<file path="src/rtl/addsub_pkg.sv">
// Shared types and constant table for the add/subtract-constant datapath.
// Provides op encoding, constant selector type and the constant lookup.
package addsub_pkg;

  typedef enum logic {
    OP_ADD = 1'b0,
    OP_SUB = 1'b1
  } op_e;

  typedef logic [1:0] const_sel_t;

  localparam int CONST_TABLE [4] = '{1, 3, 5, 7};

  // Odd constant for a selector, masked to the datapath width.
  function automatic logic [31:0] const_value(
    input const_sel_t sel,
    input int         width
  );
    logic [31:0] v;
    v = 32'(CONST_TABLE[sel]);
    if (width < 32) v = v & ((32'd1 << width) - 32'd1);
    return v;
  endfunction

endpackage

</file>
<file path="src/rtl/full_adder_n_bit.sv">
// Parametrised ripple-carry adder, successor of the 8-bit full adder.
// Ports: a, b (operands), c_in (carry in), sum, c_out (carry out).
module full_adder_n_bit #(
  parameter int WIDTH = 8
) (
  input  logic [WIDTH-1:0] a,
  input  logic [WIDTH-1:0] b,
  input  logic             c_in,
  output logic [WIDTH-1:0] sum,
  output logic             c_out
);

  logic [WIDTH:0] carry;

  assign carry[0] = c_in;

  for (genvar i = 0; i < WIDTH; i++) begin : g_bit
    assign sum[i]       = a[i] ^ b[i] ^ carry[i];
    assign carry[i + 1] = (a[i] & b[i]) | (carry[i] & (a[i] ^ b[i]));
  end

  assign c_out = carry[WIDTH];

endmodule

</file>
<file path="src/rtl/addsub_const_pipe.sv">
// Adds/subtracts an odd constant to the input word or accumulator, with a
// registered valid/ready output, carry/borrow, overflow and saturation.
// Ports: clk, reset (async high), in_valid/in_ready/in_data, const_sel, op,
// acc_mode, acc_clear, out_valid/out_ready, out_data, out_carry, out_ovf.
module addsub_const_pipe
  import addsub_pkg::*;
#(
  parameter int WIDTH    = 8,
  parameter int SATURATE = 0
) (
  input  logic             clk,
  input  logic             reset,
  input  logic             in_valid,
  output logic             in_ready,
  input  logic [WIDTH-1:0] in_data,
  input  logic [1:0]       const_sel,
  input  logic             op,
  input  logic             acc_mode,
  input  logic             acc_clear,
  output logic             out_valid,
  input  logic             out_ready,
  output logic [WIDTH-1:0] out_data,
  output logic             out_carry,
  output logic             out_ovf
);

  localparam int MSB = WIDTH - 1;
  localparam logic [WIDTH-1:0] MAX_POS = {1'b0, {(WIDTH-1){1'b1}}};
  localparam logic [WIDTH-1:0] MIN_NEG = {1'b1, {(WIDTH-1){1'b0}}};

  logic [WIDTH-1:0] accQ;
  logic [WIDTH-1:0] opA;
  logic [WIDTH-1:0] kVal;
  logic [WIDTH-1:0] opB;
  logic [WIDTH-1:0] rawSum;
  logic [WIDTH-1:0] finalData;
  logic             subOp;
  logic             cOut;
  logic             ovf;
  logic             accept;

  assign in_ready = ~out_valid | out_ready;
  assign accept   = in_valid & in_ready;

  assign subOp = (op_e'(op) == OP_SUB);
  assign kVal  = WIDTH'(const_value(const_sel, WIDTH));
  assign opA   = acc_mode ? accQ : in_data;
  // Subtraction is A + ~K + 1 through the same adder.
  assign opB   = subOp ? ~kVal : kVal;

  full_adder_n_bit #(
    .WIDTH(WIDTH)
  ) uAdder (
    .a    (opA),
    .b    (opB),
    .c_in (subOp),
    .sum  (rawSum),
    .c_out(cOut)
  );

  assign ovf = (opA[MSB] == opB[MSB]) & (rawSum[MSB] != opA[MSB]);

  always_comb begin
    finalData = rawSum;
    if ((SATURATE != 0) && ovf) begin
      finalData = opA[MSB] ? MIN_NEG : MAX_POS;
    end
  end

  always_ff @(posedge clk or posedge reset) begin
    if (reset) begin
      out_valid <= 1'b0;
      out_data  <= '0;
      out_carry <= 1'b0;
      out_ovf   <= 1'b0;
    end else if (accept) begin
      out_valid <= 1'b1;
      out_data  <= finalData;
      out_carry <= subOp ? ~cOut : cOut;
      out_ovf   <= ovf;
    end else if (out_ready) begin
      out_valid <= 1'b0;
    end
  end

  // Clear beats the update; the result itself already used the old value.
  always_ff @(posedge clk or posedge reset) begin
    if (reset) begin
      accQ <= '0;
    end else if (acc_clear) begin
      accQ <= '0;
    end else if (accept) begin
      accQ <= finalData;
    end
  end

endmodule
</file>
<file path="config.mk">
export PLATFORM = sky130hd
export DESIGN_NAME = addsub_const_pipe
export DESIGN_NICKNAME = d
export VERILOG_FILES = /design/src/rtl/addsub_pkg.sv /design/src/rtl/full_adder_n_bit.sv /design/src/rtl/addsub_const_pipe.sv
export SDC_FILE = /design/constraint.sdc
export NUM_CORES = 1
export LEC_CHECK = 0
export BUFFER_PORTS_ARGS = -buffer_cell sky130_fd_sc_hd__buf_2
export CORE_MARGIN = 4
export CORE_UTILIZATION = 45
export DETAILED_ROUTE_END_ITERATION = 10
export PLACE_DENSITY = 0.7
export SLEW_MARGIN = 30
export SYNTH_ARGS = -nofsm -noshare
export SYNTH_HDL_FRONTEND = slang
export SYNTH_SLANG_ARGS = --single-unit
export TNS_END_PERCENT = 10
</file>
<file path="constraint.sdc">
create_clock -name clk -period 5.1 [get_ports clk]
set_input_delay 1.02 -clock clk [delete_from_list [all_inputs] [get_ports clk]]
set_output_delay 1.02 -clock clk [all_outputs]
set_load 0.02 [all_outputs]
</file>
==> impl_metrics.env <==
export IMPL_cts_resized=0
export IMPL_min_path_cells=2
export IMPL_ys_seq_area_frac=0.445
export IMPL_cts_path_max_buffers=2
export IMPL_syn_to_final_growth_pct=15.9
export IMPL_arrival_ps=4620
export IMPL_via_count=829
export IMPL_critPathBufInv=4
export IMPL_comb_power_share=0.351
export IMPL_fillers=209
export IMPL_setup_viol=0
export IMPL_grt_pass1_vias=849
export IMPL_synthTopCellsByArea="dfrtp_1 (44%), fa_1 (13%), o21ai_0 (8.0%)"
export IMPL_detail_route_wl_per_cell_um=15.5
export IMPL_syn_instance_count=98
export IMPL_dpl_hpwl_um=1780
export IMPL_grt_max_degree=20
export IMPL_run_status="finished clean"
export IMPL_leakage_uw=0.000603
export IMPL_dr_pass1_iters=4
export IMPL_rows=17
export IMPL_r2r_slack_ps=1360
export IMPL_slew_viol_final=0
export IMPL_timing_fmax_mhz=228
export IMPL_yosysTopAreaCellShare=0.445
export IMPL_fp_dieW_um=56.7
export IMPL_final_util=0.555
export IMPL_fp_dieH_um=56.7
export IMPL_p_sw_frac=0.367
export IMPL_worst_slack_ps=706
export IMPL_crit_family="adder cells"
export IMPL_viasPerCell=5.45
export IMPL_detail_route_antenna_nets=0
export IMPL_antennaDiodeCount=0
export IMPL_worst_setup_path_end_kind="flop"
export IMPL_antenna_found_initial=0
export IMPL_hp_class="flop to flop"
export IMPL_grt_setup_unrepaired="false"
export IMPL_fp_dieArea_um2=3220
export IMPL_route_detailed_drc=0
export IMPL_power_switching_uw=153
export IMPL_io_buffer_count=28
export IMPL_period_share=0.862
export IMPL_p_per_area_nw_per_um2=335
export IMPL_ys_types=25
export IMPL_cts_tree="done"
export IMPL_relSlewSlack=0.515
export IMPL_crit_fanout=8
export IMPL_power_frac_seq=0.460
export IMPL_cp_slowest_cell="fa_1"
export IMPL_max_vdd_ir_drop_mv=0.263
export IMPL_synth_cell_area_um2=1070
export IMPL_coreArea_um2=2230
export IMPL_pwr_share_clk=0.189
export IMPL_pin_count=29
export IMPL_routed_wl_um=2360
export IMPL_path_class="input pin to flop"
export IMPL_post_cts_buffers=0
export IMPL_globalRouteOverflowTotal=0
export IMPL_setup_tns_ps=0
export IMPL_h_tree_depth=1
export IMPL_min_period_ps=4390
export IMPL_path_cells="buf_2 -> mux2_2 -> fa_1 -> fa_1 -> inv_1 -> fa_1 -> fa_1 -> inv_1 -> fa_1 -> fa_1 -> inv_1 -> fa_1 -> xnor2_1 -> o31ai_1"
export IMPL_drive_gt1_frac=0.331
export IMPL_grt_usage=0.163
export IMPL_drt_iter0_markers=21
export IMPL_hold_viol=0
export IMPL_ys_seq_elements=19
export IMPL_r2r_start="accQ[1]$_DFFE_PP0P_"
export IMPL_synth_warnings=0
export IMPL_cpMostUsedCell="fa_1"
export IMPL_critPathMaxStageDelay_ps=460
export IMPL_final_nets=150
export IMPL_place_gp_congestion=0.829
export IMPL_cap_viol_max_count=0
export IMPL_clk_latency_ps=310
export IMPL_p_int_uw=263
export IMPL_cts_root_buf="clkbuf_4"
export IMPL_totalPowerFinal_uw=416
export IMPL_skew_ps=9.41
export IMPL_hold_end="out_data[3]$_DFFE_PP0P_"
export IMPL_numCtsBuffers=3
export IMPL_clk_pin_slew_worst_paths_ps=110
export IMPL_ctsHoldBuffers=0
export IMPL_min_from="out_data[3]$_DFFE_PP0P_"
export IMPL_rr_worst_depth=13
export IMPL_dp_slack_ps=354
export IMPL_syn_num_nets=123
export IMPL_synth_avg_cell_area_um2=10.9
export IMPL_r2r_end="out_ovf$_DFFE_PP0P_"
export IMPL_required_ps=5330
export IMPL_grt_pass1_wl_um=3990
export IMPL_critPathLaunchType="input pin"
export IMPL_synth_largest_area_cell="dfrtp_1"
export IMPL_start_util=0.478
export IMPL_cts_sinks=19
export IMPL_worstMarginPinSlew_ps=727
## sequential cells by signal, indices dropped and copies added (netlist names)
name,cells
out_valid,1
accQ,8
out_data,8
out_carry,1
out_ovf,1
## how the worst max path moves through the flow
| stage | startpoint | end | slack, ps | cells after the start |
|---|---|---|---|---|
| 2_1_floorplan | acc_mode | out_ovf$_DFFE_PP0P_ | 720 | 14 |
| 4_1_cts | acc_mode | out_ovf$_DFFE_PP0P_ | 700 | 14 |
| 5_1_grt | acc_mode | out_ovf$_DFFE_PP0P_ | 510 | 14 |
| 3_3_place_gp | acc_mode | out_ovf$_DFFE_PP0P_ | 480 | 14 |
| 3_5_place_dp | acc_mode | out_ovf$_DFFE_PP0P_ | 350 | 14 |
| 6_report | acc_mode | out_ovf$_DFFE_PP0P_ | 710 | 14 |
## worst reg2reg max path, cell delays in order, from the launching register on
cell	delay (ps)
dfrtp_1	390
mux2_2	280
fa_1	440
fa_1	370
inv_1	80
fa_1	200
fa_1	180
inv_1	50
fa_1	380
fa_1	370
inv_1	80
fa_1	460
xnor2_1	160
o31ai_1	220
## cell type report
type                    count  area [um2]  share of cell area
multi-input cells          65         531               0.428
inverters                   8        30.0              0.0242
clock buffers               3        22.5              0.0182
repair buffers             28         140               0.113
flip-flops and latches     19         475               0.384
well taps                  28        35.0              0.0283
clock inverters             1        5.00             0.00404
## cells by family (layout without fill, tap and decap cells)
kind of cell / Yosys count / in the layout / share of synthesized area
and+or+nand+nor: 14 / 14 / 0.0667
AOI/OAI and AO/OA: 31 / 31 / 0.158
xor gates and xnor gates: 4 / 4 / 0.0328
adders and majority gates: 8 / 8 / 0.143
DFF: 19 / 19 / 0.445
muxes: 8 / 8 / 0.0960
buffers and inverters: 14 / 40 / 0.0585
## per-stage QoR
step                hold WS, ps  instance area (um2)  instances
finish                      519                 1240        152
global placement            488                 1210        148
floorplan                   513                 1070         98
global route                568                 1240        152
CTS                         530                 1240        152
detailed placement          502                 1210        148
## placed cells by master, fill, tap and decap left out
cell type,netlist,layout
ha_1,1,1
clkinv_2,0,1
mux2_2,4,4
o21ai_0,17,17
clkinv_1,1,1
xnor2_1,1,1
nand3_1,4,4
buf_2,2,28
and2b_4,1,1
mux2_4,1,1
clkbuf_4,0,3
inv_1,7,7
a21oi_2,1,1
xor2_1,3,3
a211oi_1,3,3
a21oi_1,9,9
nor2_1,1,1
or3_4,1,1
fa_1,7,7
o31ai_1,1,1
dfrtp_1,19,19
mux2i_1,2,2
mux2i_4,1,1
nand2_1,7,7
## power by group through the flow
stage | Sequential [uW] | Combinational, uW | Clock, uW
finish | 191 | 146 | 78.6
global route | 194 | 163 | 88.4
CTS | 191 | 147 | 80.2
detailed placement | 194 | 147 | 0
global placement | 192 | 142 | 0
floorplan | 219 | 72.1 | 0
## cell usage after synthesis
cell	instances
o21ai_0	17
a211oi_1	3
inv_1	7
clkbuf_1	2
buf_2	2
o31ai_1	1
mux2i_1	2
dfrtp_1	19
nand2_1	7
mux2_2	4
nor2_1	1
buf_1	1
and2b_4	1
xor2_1	3
buf_6	1
nand3_1	4
mux2i_4	1
clkinv_1	1
fa_1	7
or3_4	1
mux2_4	1
xnor2_1	1
ha_1	1
a21oi_1	9
a21oi_2	1
## routing by layer
metal | vias to the layer above | global-route usage | wire length, um
met3 | 8 | 0.0644 | 158
met4 | 0 | 0.0530 | 50
met5 | - | 0 | 0
met1 | 410 | 0.214 | 1030
li1 | 383 | - | -
met2 | 28 | 0.246 | 1120
Power figures use the tool's default switching activity.
